[config.mk]
export PLATFORM = sky130hd
export DESIGN_NAME = bist_sequencer
export DESIGN_NICKNAME = d
export VERILOG_FILES = /design/src/rtl/bist_pkg.sv /design/src/rtl/bist_seq_timer.sv /design/src/rtl/bist_sequencer.sv
export SDC_FILE = /design/constraint.sdc
export NUM_CORES = 1
export LEC_CHECK = 0
export CAP_MARGIN = 25
export CORE_MARGIN = 2
export CORE_UTILIZATION = 29
export DETAILED_ROUTE_END_ITERATION = 6
export PLACE_DENSITY = 0.55
export SLEW_MARGIN = 15
export SYNTH_ARGS = -nofsm -noshare
export SYNTH_HDL_FRONTEND = slang
export SYNTH_SLANG_ARGS = --single-unit
[constraint.sdc]
create_clock -name clk -period 2.9 [get_ports clk]
set_input_delay 0.435 -clock clk [delete_from_list [all_inputs] [get_ports clk]]
set_output_delay 0.435 -clock clk [all_outputs]
set_load 0.005 [all_outputs]
[src/rtl/bist_pkg.sv]
// Shared types and constants for the BIST sequencer: FSM states, algorithm
// select codes and the default per-algorithm run timeout.
package bist_pkg;

    typedef enum logic [2:0] {
        IDLE,
        SCAN,
        SETTLE,
        RUN,
        CAPTURE,
        FINISH
    } state_t;

    localparam int ALGO_BLANKET = 0;
    localparam int ALGO_CHECKER = 1;
    localparam int ALGO_MARCH   = 2;
    localparam int ALGO_MARCHLR = 3;
    localparam int FUNC_SEL     = 4;

    // Long enough for a 256x4b March pass.
    localparam int TIMEOUT_CYCLES_DEF = 8192;

endpackage

[src/rtl/bist_seq_timer.sv]
// Loadable down-counter; expired is high while the count sits at zero.
// Shared between the settle window and the run timeout.
module bist_seq_timer #(
    parameter int W = 13
) (
    input  logic         clk,
    input  logic         rst_n,
    input  logic         load,
    input  logic [W-1:0] load_val,
    input  logic         en,
    output logic         expired
);

    logic [W-1:0] count;

    always_ff @(posedge clk or negedge rst_n) begin
        if (!rst_n)
            count <= '0;
        else if (load)
            count <= load_val;
        else if (en && count != '0)
            count <= count - 1'b1;
    end

    assign expired = (count == '0);

endmodule

[src/rtl/bist_sequencer.sv]
// Runs the enabled BIST engines in select order, latching pass/fail per engine,
// then parks sel on the functional code. Optional BIST_SEQ_RETRY_EN re-runs a failing engine once.
module bist_sequencer
#(
    parameter int NUM_ALGOS      = 4,
    parameter int FUNC_SEL       = bist_pkg::FUNC_SEL,
    parameter int SETTLE_CYCLES  = 2,
    parameter int TIMEOUT_CYCLES = bist_pkg::TIMEOUT_CYCLES_DEF
) (
    input  logic                 clk,
    input  logic                 rst_n,
    input  logic                 start,
    input  logic [NUM_ALGOS-1:0] algo_mask,
    input  logic [NUM_ALGOS-1:0] done_in,
    input  logic                 gonogo_in,
    output logic [2:0]           sel,
    output logic                 busy,
    output logic                 seq_done,
    output logic [NUM_ALGOS-1:0] pass_vec,
    output logic [NUM_ALGOS-1:0] ran_vec,
    output logic                 all_pass,
    output logic                 timeout_err
`ifdef BIST_SEQ_RETRY_EN
    ,
    output logic [NUM_ALGOS-1:0] retry_vec
`endif
);

    import bist_pkg::*;

    // idx needs one extra code so stepping past the last engine is visible in SCAN.
    localparam int IDX_W = $clog2(NUM_ALGOS + 1);
    localparam int AW    = $clog2(NUM_ALGOS);
    localparam int CNT_W = ($clog2(TIMEOUT_CYCLES) > 4) ? $clog2(TIMEOUT_CYCLES) : 4;
    localparam logic [CNT_W-1:0] SETTLE_VAL = CNT_W'(SETTLE_CYCLES - 1);
    localparam logic [CNT_W-1:0] RUN_VAL    = CNT_W'(TIMEOUT_CYCLES - 1);

    state_t               state, next_state;
    logic [IDX_W-1:0]     idx;
    logic [AW-1:0]        idx_lo;
    logic [NUM_ALGOS-1:0] mask_q;
    logic                 found;
    logic [AW-1:0]        found_idx;
    logic                 tmr_load, tmr_en, tmr_expired;
    logic [CNT_W-1:0]     tmr_val;

    assign idx_lo   = idx[AW-1:0];
    assign busy     = (state != IDLE);
    assign seq_done = (state == FINISH);

    bist_seq_timer #(.W(CNT_W)) u_timer (
        .clk      (clk),
        .rst_n    (rst_n),
        .load     (tmr_load),
        .load_val (tmr_val),
        .en       (tmr_en),
        .expired  (tmr_expired)
    );

    always_comb begin
        found     = 1'b0;
        found_idx = '0;
        for (int k = 0; k < NUM_ALGOS; k++) begin
            if (!found && mask_q[k] && IDX_W'(k) >= idx) begin
                found     = 1'b1;
                found_idx = AW'(k);
            end
        end
    end

    always_comb begin
        next_state = state;
        tmr_load   = 1'b0;
        tmr_val    = '0;
        tmr_en     = 1'b0;
        case (state)
            IDLE: if (start) next_state = SCAN;
            SCAN: begin
                if (found) begin
                    next_state = SETTLE;
                    tmr_load   = 1'b1;
                    tmr_val    = SETTLE_VAL;
                end else begin
                    next_state = FINISH;
                end
            end
            SETTLE: begin
                tmr_en = 1'b1;
                if (tmr_expired) begin
                    next_state = RUN;
                    tmr_load   = 1'b1;
                    tmr_val    = RUN_VAL;
                end
            end
            RUN: begin
                // done wins over expiry on the last allowed cycle
                tmr_en = 1'b1;
                if (done_in[idx_lo])
                    next_state = CAPTURE;
                else if (tmr_expired)
                    next_state = SCAN;
            end
            CAPTURE: begin
                next_state = SCAN;
`ifdef BIST_SEQ_RETRY_EN
                if (!gonogo_in && !retry_vec[idx_lo]) begin
                    next_state = SETTLE;
                    tmr_load   = 1'b1;
                    tmr_val    = SETTLE_VAL;
                end
`endif
            end
            FINISH:  next_state = IDLE;
            default: next_state = IDLE;
        endcase
    end

    always_ff @(posedge clk or negedge rst_n) begin
        if (!rst_n) begin
            state       <= IDLE;
            idx         <= '0;
            mask_q      <= '0;
            sel         <= 3'(FUNC_SEL);
            pass_vec    <= '0;
            ran_vec     <= '0;
            all_pass    <= 1'b0;
            timeout_err <= 1'b0;
`ifdef BIST_SEQ_RETRY_EN
            retry_vec   <= '0;
`endif
        end else begin
            state <= next_state;
            case (state)
                IDLE: begin
                    if (start) begin
                        mask_q      <= algo_mask;
                        idx         <= '0;
                        pass_vec    <= '0;
                        ran_vec     <= '0;
                        all_pass    <= 1'b0;
                        timeout_err <= 1'b0;
`ifdef BIST_SEQ_RETRY_EN
                        retry_vec   <= '0;
`endif
                    end
                end
                SCAN: begin
                    if (found) begin
                        idx                <= IDX_W'(found_idx);
                        sel                <= 3'(found_idx);
                        ran_vec[found_idx] <= 1'b1;
                    end else begin
                        sel      <= 3'(FUNC_SEL);
                        all_pass <= &(pass_vec | ~ran_vec);
                    end
                end
                RUN: begin
                    if (!done_in[idx_lo] && tmr_expired) begin
                        timeout_err      <= 1'b1;
                        pass_vec[idx_lo] <= 1'b0;
                        idx              <= idx + IDX_W'(1);
                    end
                end
                CAPTURE: begin
                    pass_vec[idx_lo] <= gonogo_in;
`ifdef BIST_SEQ_RETRY_EN
                    if (!gonogo_in && !retry_vec[idx_lo])
                        retry_vec[idx_lo] <= 1'b1;
                    else
                        idx <= idx + IDX_W'(1);
`else
                    idx <= idx + IDX_W'(1);
`endif
                end
                default: ;
            endcase
        end
    end

endmodule

### Word-level counts from Yosys, hierarchy flattened

Cells that the tools add are included.

* output and inout port bits: 15
* bits in registers: 36

* bitwise logic cells: 5
* reductions and logical operators: 33
* $lt $le $gt $ge: 8
* equal/unequal tests: 11
* add/subtract/negate cells: 2
* muxes and demuxes: 44

Operator list (number)
* $mux W13: 3
* $mux W3: 9
* $pmux W13 S2: 1
* $mux W1: 15
* $pmux W3 S5: 1
* $reduce_and A3 Y1: 5
* $logic_not A13 Y1: 1
* $reduce_bool A13 Y1: 1
* $sub A13 B1 Y13 const B: 1
* $mux W4: 3
* $pmux W3 S4: 1
* $pmux W4 S3: 1
* $logic_and A1 B1 Y1: 11
* $ne A2 B2 Y1 const B: 5
* $not A4 Y4: 2
* $or A4 B4 Y4: 2
* $pmux W4 S2: 1
* $reduce_and A4 Y1: 2
* $eq A3 B2 Y1 const B: 2
* $eq A3 B3 Y1 const B: 2
* $ge A1 B3 Y1 const A: 2
* $ge A2 B3 Y1 const A: 2
* $lt A2 B3 Y1 const B: 2
* $pmux W1 S2: 3
* other kinds (16): 25

### Depth between registers and ports, before layout

Gate-level depths: netlist (run 1).

* word-level depth: 22
* mapped depth: 9

### Cells and area by module

A second synthesis (run 1) with hierarchy kept.

* cells, all modules: 245
* area total of the unflattened synthesis: 2254.7 µm²

Modules (own cells, without submodules)
* bist_sequencer: instances 1, seq. area each 576.8 µm², cells each 142, area an instance 1356.3 µm²
* bist_seq_timer: instances 1, seq. area each 325.3 µm², cells each 103, area an instance 898.4 µm²

### Worst setup path after synthesis (run 1)

OpenSTA, ideal clock, no wires.

* kind: reg2reg
* from: register u_timer.count[0]
* to: register idx[0]
* data arrival time: 2.335 ns
* data required time: 2.773 ns
* cell stages (with the launch flop): 9
* path buffers: 1
* slack: 0.438 ns
* cell sequence: dfrtp_1 -> inv_1 -> ha_1 -> or3b_2 -> clkbuf_1 -> nor4_4 -> a21o_1 -> o21a_2 -> mux2_1

* longest elaborated chain between the ends: 4

RTL lines
* start: declaration: line bist_seq_timer.sv:14 `logic [W-1:0] count;`
* start signal: assignment: line bist_seq_timer.sv:20 `count <= load_val;`
* start signal: assignment: line bist_seq_timer.sv:22 `count <= count - 1'b1;`
* $logic_not A13 Y1: line bist_seq_timer.sv:25 `assign expired = (count == '0);`
* $logic_and A1 B1 Y1: line bist_sequencer.sv:158 `if (!done_in[idx_lo] && tmr_expired) begin`
* $ne A2 B2 Y1 (no line)
* $reduce_and A4 Y1 (no line)
* end signal: assignment: line bist_sequencer.sv:149 `idx <= IDX_W'(found_idx);`
* end signal: assignment: line bist_sequencer.sv:161 `idx <= idx + IDX_W'(1);`
* end signal: assignment: line bist_sequencer.sv:172 `idx <= idx + IDX_W'(1);`
* end: declaration: line bist_sequencer.sv:39 `logic [IDX_W-1:0] idx;`

No other way between the ends.
A chain may end at the register's enable or synchronous reset.

### Final worst setup path (run 1)

Ends and elaborated chain as after synthesis.

==> impl_metrics.py, run 1 <==
metrics = {
    "setup_path": {
        "crit_path_max_fanout": 6,
        "cp_data_required_time_ps": 3070,
        "critical_path_arrival_ps": 2640,
        "critPathKind": "reg -> reg",
        "start_kind": "register",
        "worstSetupEndpointType": "register",
    },
    "global_routing": {
        "grt_overflow": 0,
        "grt_max_degree": 37,
        "antenna_found_initial": 0,
        "grtUsageTotal_pct": 14.2,
        "grt_pass1_wl_mm": 8.62,
        "grt_pass1_vias": 1710,
    },
    "die": {
        "start_util_pct": 30.1,
        "io_pins": 27,
        "dieArea_um2": 7780,
        "die_w_um": 88.2,
        "die_h_um": 88.2,
        "rows": 30,
        "core_area_um2": 6830,
    },
    "pwr": {
        "power-per-cell-area_nw_per_um2": 1030,
        "irDropWorstVdd_mv": 0.288,
        "p_sw_w": 0.00110,
        "switching_share_pct": 42.3,
        "pwr-share-seq_pct": 33.9,
        "p_total_w": 0.00261,
        "clkPwrFrac_pct": 14.2,
        "p_leak_nw": 1.09,
        "power.internal_w": 0.00151,
        "p_comb_share_pct": 51.9,
    },
    "final_layout": {
        "fin_area_um2": 2540,
        "fin_nets": 263,
        "diodes": 0,
        "synthToLayoutAreaGrowth_pct": 23.7,
        "num-fill-cells": 716,
        "drive_gt1_share_pct": 12.6,
    },
    "sta": {
        "slew_violations": 0,
        "max-slew-margin-rel_pct": 42.0,
        "fin_crit_ps": 2480,
        "worst_pin_slew_ps": 869,
        "finalCritPeriodShare_pct": 85.4,
        "rsz0062_at_grt": "no",
        "timing.fmax_mhz": 404,
        "finalHoldViolations": 0,
        "finalSetupViolCount": 0,
        "setup_tns_ps": 0,
        "fin_skew_ps": 6.23,
    },
    "synthesis": {
        "ys_ff_latch": 36,
        "synth_area_leaders": "dfrtp_1, nand2_1, nor2_1",
        "synthSimpleGateAreaFrac_pct": 19.8,
        "ys_warn_count": 0,
        "synth.most_common_cell": "dfrtp_1",
        "synth.largest_area_cell": "dfrtp_1",
        "synth-seq-area-share_pct": 43.9,
        "synth_xor_area_share_pct": 0,
        "syn_avg_cell_area_um2": 9.61,
        "syn_inst": 214,
        "syn_nets": 231,
        "synth_area_um2": 2060,
        "synth_compound_area_share_pct": 24.2,
        "synth_top_cell_area_share_pct": 42.6,
        "synth_top_family_by_area": "compound AO/OA/AOI/OAI gates",
        "synth_mux_area_share_pct": 4.81,
        "synthAdderAreaFrac_pct": 3.04,
        "synthFlopType": "dfrtp_1",
        "synthTopCellsByCount": "dfrtp_1, nand2_1, nor2_1",
        "synth.distinct_cells": 56,
        "ys_async_sr_fraction_pct": 100,
        "synth_edf_count": 0,
    },
    "detailed_routing": {
        "vias_per_cell": 5.15,
        "totalWireLength_mm": 5.12,
        "antenna_left": 0,
        "routed-via-count": 1766,
        "firstDrtPassIters": 4,
        "drcViolationCount": 0,
        "wl_per_cell_um": 14.9,
        "drt_iter0_markers": 111,
    },
    "clock_tree": {
        "clk_pin_slew_ps": 70,
        "htreeDepth": 2,
        "cts.repair.resized": 0,
        "cts_tree": "built",
        "cts_setup_buffers": 0,
        "clock-sinks": 36,
        "numCtsBuffers": 5,
        "clk_latency_ps": 290,
        "cts_hold_buf": 0,
        "clockRootBuffer": "clkbuf_8",
        "cts_buffer_depth": 2,
    },
    "placed_design": {
        "port_buffers": 26,
        "placed_cell_area_um2": 2450,
        "gp_congestion": 0.828,
        "place_hpwl_mm": 3.76,
    },
    "status": {
        "status": "complete, no violations",
    },
    "min_path": {
        "hp-class": "in -> async",
    },
    "flow_run": {
        "cap_violations": 0,
    },
}
[cells in the final DEF, fill, tap and decap left out, drive strengths merged, types with 2 or more instances in the layout]
| cell type | instances |
|---|---|
| o21ai | 8 |
| a31oi | 4 |
| o211ai | 2 |
| mux2 | 5 |
| nor2 | 20 |
| nand2 | 21 |
| and2 | 3 |
| or4 | 4 |
| a32o | 2 |
| a2111oi | 4 |
| a21o | 7 |
| a211oi | 6 |
| nor3b | 2 |
| o41ai | 2 |
| nand3 | 2 |
| o22ai | 4 |
| a311oi | 3 |
| nor2b | 5 |
| nor4 | 4 |
| dfrtp | 35 |
| clkdlybuf4s50 | 25 |
| nor3 | 5 |
| nand2b | 5 |
| buf | 10 |
| a21oi | 12 |
| ha | 5 |
| nand3b | 2 |
| clkbuf | 8 |
| inv | 11 |
| mux2i | 2 |
| a22o | 3 |
[stage by stage]
stage / hold WS (ps) / util (%) / setup WS [ps] / cells
after floorplan: 139 / - / 438 / 214
after global placement: 470 / 35.9 / 477 / 335
after detailed placement: 471 / 35.9 / 406 / 335
after CTS: 276 / 37.2 / 420 / 343
after global routing: 320 / 37.2 / 277 / 343
final: 239 / 37.2 / 424 / 343
[area by class of cell]
class / instances / area (µm²) / area share, %
Clock buffer: 8 / 90.1 / 3.54
Inverter: 11 / 41.3 / 1.62
Multi-Input combinational cell: 157 / 1070 / 42.0
Sequential cell: 36 / 902 / 35.5
Tap cell: 96 / 120 / 4.72
Timing Repair Buffer: 35 / 323 / 12.7
[critical path: stages (launching register included)]
cell and delay, ps:
dfrtp_1 400, inv_1 110, ha_1 190, or3b_2 540
nor4_4 370, a21o_1 240, o21a_2 180, mux2_1 330
[worst paths after layout]
| check | from | endpoint | slack, ps | cells after the start |
|---|---|---|---|---|
| max reg2reg | u_timer.count[0] | idx[0] | 420 | 7 |
| max in group asynchronous | rst_n | ran_vec[1] | 2150 | 1 |
| min in group clk | sel[1] | sel[1] | 480 | 2 |
| max | u_timer.count[0] | idx[0] | 420 | 7 |
| min | rst_n | u_timer.count[10] | 240 | 1 |
| min reg2reg | sel[1] | sel[1] | 480 | 2 |
[routing by layer]
| layer | track usage [%] | wire length, µm | part of all wire, % | vias up |
|---|---|---|---|---|
| met5 | 0 | 0 | 0 | - |
| met4 | 4.13 | 65 | 1.3 | 0 |
| met3 | 3.17 | 226 | 4.4 | 8 |
| li1 | - | - | - | 858 |
| met2 | 22.4 | 2390 | 47 | 55 |
| met1 | 19.5 | 2450 | 48 | 845 |
[power groups by stage]
stage | clock (W) | sequential, W | combinational [W]
final | 0.000371 | 0.000886 | 0.00136
after CTS | 0.000389 | 0.000884 | 0.00136
after global routing | 0.000406 | 0.000921 | 0.00152
after global placement | 0 | 0.000893 | 0.00134
after floorplan | 0 | 0.000825 | 0.000947
after detailed placement | 0 | 0.000892 | 0.00136
[state kept, by name, summed over array words and instances (netlist names)]
| register | cells |
|---|---|
| sel | 3 |
| u_timer.count | 13 |
| pass_vec | 4 |
| all_pass | 1 |
| mask_q | 4 |
| state | 3 |
| timeout_err | 1 |
| ran_vec | 4 |
| idx | 3 |
[logic make-up after synthesis]
logic type,Yosys count
compound gates,67
fa+ha+maj,5
buf+inv,21
flops,36
mux,8
simple gates,77
Power figures use the tool's default switching activity.
==> run 2: changes to the inputs <==
ABC_AREA = 1   (was unset)
==> run 2 against run 1 <==
Effect of this change: cell count is 35% higher; combinational power is 16% higher; fmax is 11% higher; final area is 8.8% higher; largest cell class unchanged; area after synthesis is 11% higher; core utilization is 1.2 points lower; wire length is 7.4% higher.
==> impl_metrics.py, run 2 <==
metrics = {
    "final_layout": {
        "regMostFlops": "u_timer.count",
        "diodes": 0,
        "num-fill-cells": 846,
        "most-common-layout-cells": "nand2_1, inv_1, nor2_1",
        "drive_gt1_share_pct": 8.61,
        "largest_reg_flops": 13,
        "layout_commonest_cell": "nand2_1",
        "fin_nets": 376,
        "synthToLayoutAreaGrowth_pct": 20.7,
    },
    "setup_path": {
        "start_kind": "register",
        "critPathKind": "reg -> reg",
        "crit_path_max_fanout": 9,
        "cp_data_required_time_ps": 3040,
        "critical_path_arrival_ps": 2360,
        "worstSetupEndpointType": "register",
    },
    "sta": {
        "holdWs_ps": 247,
        "max-slew-margin-rel_pct": 43.6,
        "timing.fmax_mhz": 450,
        "slew_violations": 0,
        "worst_pin_slew_ps": 847,
        "finalHoldViolations": 0,
        "rsz0062_at_grt": "no",
        "setup_tns_ps": 0,
        "finalCritPeriodShare_pct": 76.7,
        "fin_crit_ps": 2220,
        "finalSetupViolCount": 0,
        "fin_skew_ps": 5.75,
    },
    "synthesis": {
        "ys_async_sr_fraction_pct": 100,
        "synth_compound_area_share_pct": 10.1,
        "synth_top_cell_area_share_pct": 38.2,
        "synthSimpleGateAreaFrac_pct": 35.6,
        "synth_mux_area_share_pct": 0,
        "synth_area_um2": 2290,
        "synthAdderAreaFrac_pct": 2.73,
        "synth.largest_area_cell": "dfrtp_1",
        "syn_avg_cell_area_um2": 6.99,
        "synth.distinct_cells": 32,
        "synth.most_common_cell": "nand2_1",
        "synth_area_leaders": "dfrtp_1, nand2_1, inv_1",
        "ys_ff_latch": 36,
        "synth_top_family_by_area": "simple AND/OR/NAND/NOR gates",
        "synthTopCellsByCount": "nand2_1, inv_1, nor2_1",
        "synth_xor_area_share_pct": 3.06,
        "syn_inst": 328,
        "syn_nets": 345,
        "ys_warn_count": 0,
        "synth_edf_count": 0,
        "synth-seq-area-share_pct": 39.4,
        "synthFlopType": "dfrtp_1",
    },
    "die": {
        "die_h_um": 92.9,
        "dieArea_um2": 8630,
        "die_w_um": 92.9,
        "start_util_pct": 29.8,
        "rows": 32,
        "io_pins": 27,
        "core_area_um2": 7690,
    },
    "detailed_routing": {
        "routed-via-count": 2104,
        "vias_per_cell": 4.55,
        "wl_per_cell_um": 11.9,
        "drcViolationCount": 0,
        "firstDrtPassIters": 5,
        "antenna_left": 0,
        "totalWireLength_mm": 5.50,
        "drt_iter0_markers": 96,
    },
    "clock_tree": {
        "clk_pin_slew_ps": 80,
        "clock-sinks": 36,
        "htreeDepth": 2,
        "numCtsBuffers": 5,
        "clockRootBuffer": "clkbuf_8",
        "cts_hold_buf": 0,
        "cts_buffer_depth": 2,
        "cts_tree": "built",
        "clk_latency_ps": 290,
        "cts.repair.resized": 0,
        "cts_setup_buffers": 0,
    },
    "pwr": {
        "switching_share_pct": 47.4,
        "irDropWorstVdd_mv": 0.305,
        "power-per-cell-area_nw_per_um2": 1030,
        "pwr-share-seq_pct": 29.1,
        "p_sw_w": 0.00135,
        "p_comb_share_pct": 55.1,
        "clkPwrFrac_pct": 15.8,
        "p_leak_nw": 1.42,
        "power.internal_w": 0.00151,
    },
    "flow_run": {
        "cap_violations": 0,
    },
    "global_routing": {
        "antenna_found_initial": 0,
        "grt_max_degree": 37,
        "grtUsageTotal_pct": 13.7,
        "grt_overflow": 0,
        "grt_pass1_vias": 2007,
        "grt_pass1_wl_mm": 9.51,
    },
    "placed_design": {
        "place_hpwl_mm": 4.12,
        "gp_congestion": 0.808,
        "port_buffers": 26,
    },
    "status": {
        "status": "complete, no violations",
    },
    "min_path": {
        "hp-class": "in -> async",
    },
}
-- run 2: area by class of cell --
class / instances / area (µm²) / share of cell area [%]
Timing Repair Buffer: 26 / 255 / 9.22
Tap cell: 102 / 128 / 4.61
Clock inverter: 3 / 42.5 / 1.54
Multi-Input combinational cell: 239 / 1180 / 42.6
Clock buffer: 5 / 68.8 / 2.49
Inverter: 51 / 191 / 6.92
Sequential cell: 36 / 902 / 32.6
-- run 2: layer usage --
| layer | track usage, % | wire (µm) | vias to the layer above |
|---|---|---|---|
| li1 | - | - | 1093 |
| met5 | 0 | 0 | - |
| met4 | 3.92 | 91 | 0 |
| met2 | 22.2 | 2570 | 43 |
| met3 | 2.85 | 218 | 10 |
| met1 | 18.6 | 2630 | 958 |
-- run 2: logic make-up after synthesis --
group,Yosys count
AOI/OAI and AO/OA,40
DFF,36
xor gates and xnor gates,8
adders and majority gates,5
and+or+nand+nor,186
buffers and inverters,53
-- run 2: stage by stage --
stage,instances,power [W],area (µm²),setup WS [ps],utilization (%)
CTS,462,0.00289,2770,661,36.0
finish,462,0.00286,2770,676,36.0
detailed placement,454,0.00243,2660,666,34.6
floorplan,328,0.00202,2290,1050,-
global route,462,0.00317,2770,524,36.0
global placement,454,0.00241,2660,722,34.6
-- run 2: power groups by stage --
stage	Combinational (W)	Clock, W	Sequential, W
6_report	0.00158	0.000451	0.000834
2_1_floorplan	0.00120	0	0.000815
4_1_cts	0.00159	0.000462	0.000835
3_5_place_dp	0.00159	0	0.000842
3_3_place_gp	0.00157	0	0.000845
5_1_grt	0.00183	0.000482	0.000859
-- run 2: path summary, 6_finish.rpt --
kind,from,slack (ps),cells after the start,endpoint
max,idx[0],680,7,state[1]
min,rst_n,250,1,u_timer.count[6]
max reg2reg,idx[0],680,7,state[1]
min reg2reg,sel[2],480,2,sel[2]
max in group asynchronous,rst_n,2130,1,idx[2]
min in group clk,sel[2],480,2,sel[2]
-- run 2: worst max-delay path: stages (launching register included) --
cell      delay (ps)
dfrtp_1          480
inv_1            140
ha_1             260
o21bai_1         190
nand2_1          160
nand4_2          210
a21boi_2         440
o21ai_0          190
==> run 3: changes to the inputs <==
PLACE_DENSITY = 0.57   (was 0.55)
clock period = 1.85 ns   (was 2.9 ns; I/O delays follow)
==> run 3 against run 2 <==
Effect of this change: final area increased by 6.7%; register-to-register slack got worse by 540 ps; via count increased by 2.6%; non-clock buffer count increased by 15; hold slack improved by 220 ps; clock-buffer cell count increased by 2; worst setup slack got worse by 550 ps; cell count increased by 3.5%; sequential power increased by 57%.
==> impl_metrics.py, run 3 (synthesized netlist as in run 2, its figures left out) <==
metrics = {
    "status": {
        "status": "complete, no violations",
    },
    "global_routing": {
        "grt_pass1_wl_mm": 9.63,
        "grt_max_degree": 37,
        "grtUsageTotal_pct": 13.9,
        "grt_pass1_vias": 2037,
        "grt_overflow": 0,
        "antenna_found_initial": 0,
    },
    "detailed_routing": {
        "totalWireLength_mm": 5.73,
        "antenna_left": 0,
        "wl_per_cell_um": 12.0,
        "drt_iter0_markers": 117,
        "routed-via-count": 2159,
        "vias_per_cell": 4.52,
        "drcViolationCount": 0,
        "firstDrtPassIters": 4,
    },
    "clock_tree": {
        "clock-sinks": 36,
        "numCtsBuffers": 5,
        "clk_pin_slew_ps": 80,
        "htreeDepth": 2,
        "clockRootBuffer": "clkbuf_8",
        "clk_latency_ps": 290,
        "cts_tree": "built",
        "cts_buffer_depth": 2,
    },
    "placed_design": {
        "gp_congestion": 0.832,
        "place_hpwl_mm": 4.20,
        "port_buffers": 26,
        "place_ws_ps": 57.2,
        "placed_cell_area_um2": 2780,
    },
    "final_layout": {
        "post-route-util_pct": 38.4,
        "largest_reg_flops": 13,
        "drive_gt1_share_pct": 14.6,
        "layout_commonest_cell": "nand2_1",
        "fin_nets": 392,
        "synthToLayoutAreaGrowth_pct": 28.8,
        "regMostFlops": "u_timer.count",
        "num-fill-cells": 814,
        "diodes": 0,
        "fin_area_um2": 2950,
        "most-common-layout-cells": "nand2_1, inv_1, nor2_1",
    },
    "sta": {
        "setup_tns_ps": 0,
        "fin_skew_ps": 11.5,
        "worst_pin_slew_ps": 391,
        "layout_setup_ws_ps": 122,
        "slew_violations": 0,
        "finalCritPeriodShare_pct": 93.4,
        "finalHoldViolations": 0,
        "fin_crit_ps": 1730,
        "rsz0062_at_grt": "no",
        "timing.fmax_mhz": 579,
        "finalSetupViolCount": 0,
        "max-slew-margin-rel_pct": 73.8,
    },
    "setup_path": {
        "timing.rr.end": "all_pass",
        "worstSetupEndpointType": "primary output",
        "start_kind": "register",
        "slowest_stage": "dfrtp_2",
        "r2r_cells": 9,
        "critPathKind": "reg -> out",
        "cp_data_required_time_ps": 1570,
        "critical_path_arrival_ps": 1450,
        "critical_path.max_stage_delay_ps": 460,
        "crit_path_max_fanout": 6,
        "r2r_start": "idx[1]",
        "r2r_slack_ps": 140,
        "cp_cell_sequence": "nor2_4, nand2_1, clkdlybuf4s50_1",
    },
    "pwr": {
        "irDropWorstVdd_mv": 0.472,
        "power-per-cell-area_nw_per_um2": 1610,
        "p_leak_nw": 1.52,
    },
    "flow_run": {
        "cap_violations": 0,
    },
    "die": {
        "dieArea_um2": 8630,
        "start_util_pct": 29.8,
        "io_pins": 27,
        "die_h_um": 92.9,
        "core_area_um2": 7690,
        "rows": 32,
        "die_w_um": 92.9,
    },
    "min_path": {
        "hp-class": "in -> async",
    },
}
[run 3: report_power, final]
group	switching [W]	internal, W
clock network	0.000278	0.000264
registers	0.000235	0.00108
logic	0.00176	0.00113
[run 3: per-layer routing]
layer / routed length [µm] / vias up / share of wire [%] / global-route usage [%]
li1: - / 1127 / - / -
met1: 2700 / 995 / 47 / 18.1
met2: 2820 / 34 / 49 / 23.9
met3: 192 / 3 / 3.4 / 3.17
met4: 14 / 0 / 0.24 / 2.57
met5: 0 / - / 0 / 0
[run 3: worst max-delay path, delay by kind of cell, from the launching register on]
family / cells / cell delay, ps
simple gates: 2 / 260
flops: 1 / 460
buf+inv: 1 / 450
[run 3: layout make-up]
cell class | count | area [µm²] | area share, %
multi-input combinational | 240 | 1250 | 42.2
sequential | 36 | 905 | 30.6
timing repair buffer | 41 | 402 | 13.6
inverter | 51 | 191 | 6.48
tap | 102 | 128 | 4.32
clock buffer | 7 | 76.3 | 2.58
clock inverter | 1 | 5.00 | 0.169
[run 3: what timing repair did]
action,in CTS,in global routing
buffers inserted,1,0
gates cloned,0,1
hold endpoints to repair,35,0
gates resized for setup,2,16
hold buffers,1,0
setup endpoints to repair,1,25
pin swaps,1,5
[run 3: how the worst max path moves through the flow]
| stage | end | slack (ps) | start |
|---|---|---|---|
| after floorplan | u_timer.count[10] | 5 | idx[0] |
| after global placement | u_timer.count[6] | 110 | idx[1] |
| after detailed placement | u_timer.count[4] | 60 | idx[1] |
| after CTS | seq_done | 10 | state[1] |
| after global routing | pass_vec[3] | 5 | u_timer.count[0] |
| final | busy | 120 | state[0] |
[run 3: metrics by stage]
stage | total power, W | hold slack (ps) | instances
2_1_floorplan | 0.00316 | -18.1 | 328
3_3_place_gp | 0.00397 | 260 | 467
3_5_place_dp | 0.00400 | 260 | 467
4_1_cts | 0.00460 | 475 | 477
5_1_grt | 0.00522 | 488 | 478
6_report | 0.00475 | 470 | 478
==> RTL edit 1, RTL diff (settings of run 3) <==
The option `BIST_SEQ_RETRY_EN` is turned on by a define.
--- a/src/rtl/bist_sequencer.sv
+++ b/src/rtl/bist_sequencer.sv
@@ -1,5 +1,7 @@
 // Runs the enabled BIST engines in select order, latching pass/fail per engine,
 // then parks sel on the functional code. Optional BIST_SEQ_RETRY_EN re-runs a failing engine once.
+`define BIST_SEQ_RETRY_EN
+
 module bist_sequencer
 #(
     parameter int NUM_ALGOS      = 4,
Function (old outputs only; new: retry_vec): changed (Yosys sat finds a counterexample within 10 cycles, from zero or initial values and one cycle with rst_n low).
==> RTL edit 1 against run 3 <==
The run now ends with hold timing left; final area up 14%; die area up 16%; critical path depth unchanged; power up 19%; area after synthesis up 17%; non-clock buffer count up 9; sequential cell count up 4; cell count up 9.0%; setup slack worse by 0.057 ns; routed wire length up 14%; critical path type unchanged; largest power group unchanged.
==> RTL edit 1: results (changes against run 3) <==
| Metric | Value |
|---|---|
| Outcome | finished with violations |
| Failing checks | hold timing |
| Minimum clock period | 1.785 ns (+0.05694 ns) |
| Synth area leaders | dfrtp_1 (36%), nand2_1 (17%), inv_1 (5.6%) |
| PortBufs | 30 (+15%) |
| WHS | -0.002357 ns (-0.4721 ns) |
| Clk_skew | 0.009344 ns (-0.002113 ns) |
| Final HPWL DP | 5028 µm (+20%) |
| FF-to-FF Start | u_timer.count[0] |
| Metal-1 WL | 2973 µm (+9.9%) |
| DR iter-0 viols | 86 (-26%) |
| Fraction of final layout cells sized beyond drive strength 1 | 20.00% (+5.4 points) |
| All-Layer GR Usage | 13.92% (-0.019 points) |
| Post-synthesis compound-gate area fraction | 7.976% (-2.1 points) |
| Post-route insts no fill | 521 (+9.0%) |
| Metal2 WL | 3342 µm (+19%) |
| Crit-path max FO | 5 (-1) |
| Post-placement cell count | 510 (+9.2%) |
| Leakage | 1.653 nW (+8.6%) |
| Placer Congestion | 0.8950 (+7.5%) |
| Synth top cells by count | nand2_1 (118), inv_1 (40), dfrtp_1 (39), nor2_1 (28), nand3_1 (24) |
| Nets | 426 (+8.7%) |
| Adder-cell share of the synthesized area | 2.332% (-0.40 points) |
| Mux contribution to synthesized area | 0.4198% (+0.42 points) |
| Slew HR | 56.34% (-17 points) |
| Syn_area_per_cell | 7.557 µm² (+8.1%) |
| # fillers | 953 (+17%) |
| Critical Path Start | state[1] |
| Post-Synth XOR/XNOR Area | 2.285% (-0.77 points) |
| Vias | 2422 (+12%) |
| Final hold vios | 3 (+3) |
| WL met3 | 157 µm (-18%) |
| Peak VDD IR | 0.7129 mV (+51%) |
| Unique masters post-synth | 37 (+16%) |
| Sw power | 0.002676 W (+18%) |
| Crit Reg-Reg Endpoint | idx[1] |
| Reg2Reg Depth | 11 (+2) |
| Routed WL | 6508 µm (+14%) |
| Worst slack at placement | 0.1029 ns (+0.04561 ns) |
| Seq/Total Area, Yosys | 37.36% (-2.0 points) |
| First-pass GRT wire length | 11310 µm (+17%) |
## RTL edit 1: what timing repair did
item	CTS	global route
hold buffers	0	0
buffers inserted	0	2
setup endpoints to repair	2	13
gates resized for setup	1	4
pin swaps	0	2
hold endpoints to repair	0	0
cloned	0	1
## RTL edit 1: worst min path at each step
| stage | end | slack (ns) | depth (start not counted) |
|---|---|---|---|
| 3_5_place_dp | u_timer.count[6] | 0.35 | 1 |
| 4_1_cts | timeout_err | 0.02 | 1 |
| 6_report | u_timer.count[6] | -0.002 | 1 |
| 2_1_floorplan | all_pass | -0.02 | 0 |
| 3_3_place_gp | u_timer.count[6] | 0.34 | 1 |
| 5_1_grt | pass_vec[2] | 0.05 | 1 |
## RTL edit 1: routing by layer
metal | vias up | GRT usage [%]
li1 | 1229 | -
met1 | 1157 | 17.48
met2 | 32 | 25.45
met3 | 4 | 2.507
met4 | 0 | 1.897
met5 | - | 0
## RTL edit 1: area by class of cell
cell class,instances,share of cell area [%]
multi-input cells,264,43.77
flip-flops and latches,40,29.94
repair buffers,50,13.27
inverters,48,5.444
well taps,111,4.139
clock buffers,5,2.051
clock inverters,3,1.380
## RTL edit 1: critical path, stage by stage, from the launching register on
cell and delay [ns]:
dfrtp_1 0.50, nor2_4 0.07, nand2_2 0.12, clkdlybuf4s50_1 0.51
## RTL edit 1: logic make-up (layout without fill, tap and decap cells)
group                    count (synthesis)  count (layout)
AND/OR/NAND/NOR                        211             212
buffers and inverters                   52             106
flip-flops                              40              40
AO/OA/AOI/OAI                           39              39
XOR/XNOR                                 7               7
adder cells (fa/ha/maj)                  5               5
multiplexers                             1               1
## RTL edit 1: power groups by stage
stage	sequential (W)	combinational, W	clock, W
3_3_place_gp	0.00153	0.00326	0
6_report	0.00152	0.00339	0.000759
3_5_place_dp	0.00153	0.00330	0
4_1_cts	0.00152	0.00332	0.000785
5_1_grt	0.00156	0.00386	0.000819
2_1_floorplan	0.00148	0.00241	0
## RTL edit 1: metrics by stage
| step | area, µm² | TNS, ns | total power [W] | hold WS, ns |
|---|---|---|---|---|
| 6_report | 3356 | 0 | 0.005669 | -0.002357 |
| 5_1_grt | 3356 | -0.01516 | 0.006238 | 0.05046 |
| 4_1_cts | 3321 | 0 | 0.005628 | 0.02269 |
| 3_5_place_dp | 3204 | 0 | 0.004836 | 0.3528 |
| 3_3_place_gp | 3204 | 0 | 0.004790 | 0.3447 |
| 2_1_floorplan | 2683 | 0 | 0.003891 | -0.01809 |
==> RTL edit 2, RTL diff (config.mk and constraints of run 3) <==
Made on the original files. Re-encode `state_t` (6 states) as one-hot, 6 bits wide.
--- a/src/rtl/bist_pkg.sv
+++ b/src/rtl/bist_pkg.sv
@@ -2,13 +2,13 @@
 // select codes and the default per-algorithm run timeout.
 package bist_pkg;
 
-    typedef enum logic [2:0] {
-        IDLE,
-        SCAN,
-        SETTLE,
-        RUN,
-        CAPTURE,
-        FINISH
+    typedef enum logic [5:0] {
+        IDLE    = 6'b000001,
+        SCAN    = 6'b000010,
+        SETTLE  = 6'b000100,
+        RUN     = 6'b001000,
+        CAPTURE = 6'b010000,
+        FINISH  = 6'b100000
     } state_t;
 
     localparam int ALGO_BLANKET = 0;
Behaviour: no difference found for any inputs over 10 cycles, from zero or initial values and one cycle with rst_n low; not proved beyond that.
==> RTL edit 2 against run 3 <==
Setup slack improved by 0.021 ns; area after synthesis increased by 7.6%; cell count decreased by 0.84%; synthesized cell count down 2.1%; combinational power fell by 10%; routed wire length rose by 8.2%; critical path depth increased by 7; sequential share of layout area grew 0.76 points; final area increased by 5.8%; sequential cell count is 3 higher; power fell by 1.7%; die area up 7.3%; largest cell class unchanged; largest power group unchanged.
==> RTL edit 2: results (changes against run 3) <==
| Metric | Value |
|---|---|
| Outcome | completed |
| Grt peak-use layer | met2 |
| Routed WL | 6195 µm (+8.2%) |
| Avg Vias per Cell | 4.724 (+4.6%) |
| Clock power frac | 16.3% (+4.9 points) |
| WHS | 0.02716 ns (-0.4426 ns) |
| Clk_skew | 0.01266 ns (+0.001199 ns) |
| Nets | 386 (-1.5%) |
| Post-placement cell count | 459 (-1.7%) |
| Seq/Total Area, Yosys | 39.68% (+0.32 points) |
| Critical Path AT | 1.89 ns (+0.44 ns) |
| Final HPWL DP | 4558 µm (+8.5%) |
| Largest net degree at the start of global routing | 40 (+8.1%) |
| First-pass GRT wire length | 10410 µm (+8.1%) |
| Unique masters post-synth | 34 (+6.3%) |
| GR Util met3 | 2.506% (-0.67 points) |
| Placer Congestion | 0.8782 (+5.5%) |
| Post-route insts no fill | 474 (-0.84%) |
| Synth area leaders | dfrtp_1 (38%), nand2_1 (13%), inv_1 (6.1%) |
| Synth top cells by count | nand2_1 (87), inv_1 (40), dfrtp_1 (37), nor2_1 (26), nand3_1 (24) |
| Worst slack at placement | 0.07159 ns (+0.01435 ns) |
| PortBufs | 26 (unchanged) |
| Int Power | 0.002535 W (+2.4%) |
| Syn Nets | 339 (-1.7%) |
| Num CTS Buffers | 5 (unchanged) |
| Grt met1 use | 20.50% (+2.4 points) |
| YS warnings | 0 (unchanged) |
| Fraction of final layout cells sized beyond drive strength 1 | 17.07% (+2.4 points) |
| Share of flip-flops with an asynchronous set or reset | 100.0% (unchanged) |
| DRT Pass-1 Iters | 5 (+1) |
| CP delay by family, top | simple AND/OR/NAND/NOR gates |
| F_max | 0.5859 GHz (+1.3%) |
| # Post-CTS Setup Buffers | 2 (+1) |
| Biggest cell delay along the critical path | 0.42 ns (-0.04 ns) |
| WL met3 | 255 µm (+33%) |
| Syn_area_per_cell | 7.683 µm² (+9.9%) |
| Sequential share of power | 28.1% (+0.4 points) |
| Peak VDD IR | 0.4898 mV (+3.7%) |
| Leakage | 1.566 nW (+2.9%) |
| Reg2Reg Depth | 10 (+1) |
| Slew HR | 65.59% (-8.2 points) |
| All-Layer GR Usage | 14.61% (+0.67 points) |
| DP Area | 2904 µm² (+4.5%) |
| DR iter-0 viols | 137 (+17%) |
| Metal-1 WL | 3070 µm (+14%) |
| # resized after CTS | 3 (+1) |
| Crit-path max FO | 11 (+5) |
| Vias in the first global route | 2122 (+4.2%) |
| Comb power | 0.00259 W (-10%) |
| Met2 global-route usage | 23.50% (-0.36 points) |
| Metal2 WL | 2803 µm (-0.46%) |
RTL edit 2: path summary, 6_finish.rpt:
check | from | to
max | idx[1] | u_timer.count[9]
min | rst_n | mask_q[1]
max reg2reg | idx[1] | u_timer.count[9]
min reg2reg | sel[2] | sel[2]
max in group asynchronous | rst_n | state[1]
min in group clk | sel[2] | sel[2]
RTL edit 2: final cells by class:
cell class                 count  area (µm²)
clock buffer                   6       82.58
clock inverter                 2       35.03
fill                         854        5092
inverter                      43       163.9
multi-input combinational    236        1330
sequential                    39       980.9
tap                          105       131.4
timing repair buffer          43       400.4
RTL edit 2: cells by family after synthesis:
family | count (synthesis) | share of synthesized area, %
adders and majority gates | 6 | 3.044
xor gates and xnor gates | 8 | 2.841
AOI/OAI and AO/OA | 41 | 9.437
buffers and inverters | 46 | 7.610
DFF | 39 | 39.68
and+or+nand+nor | 181 | 37.39
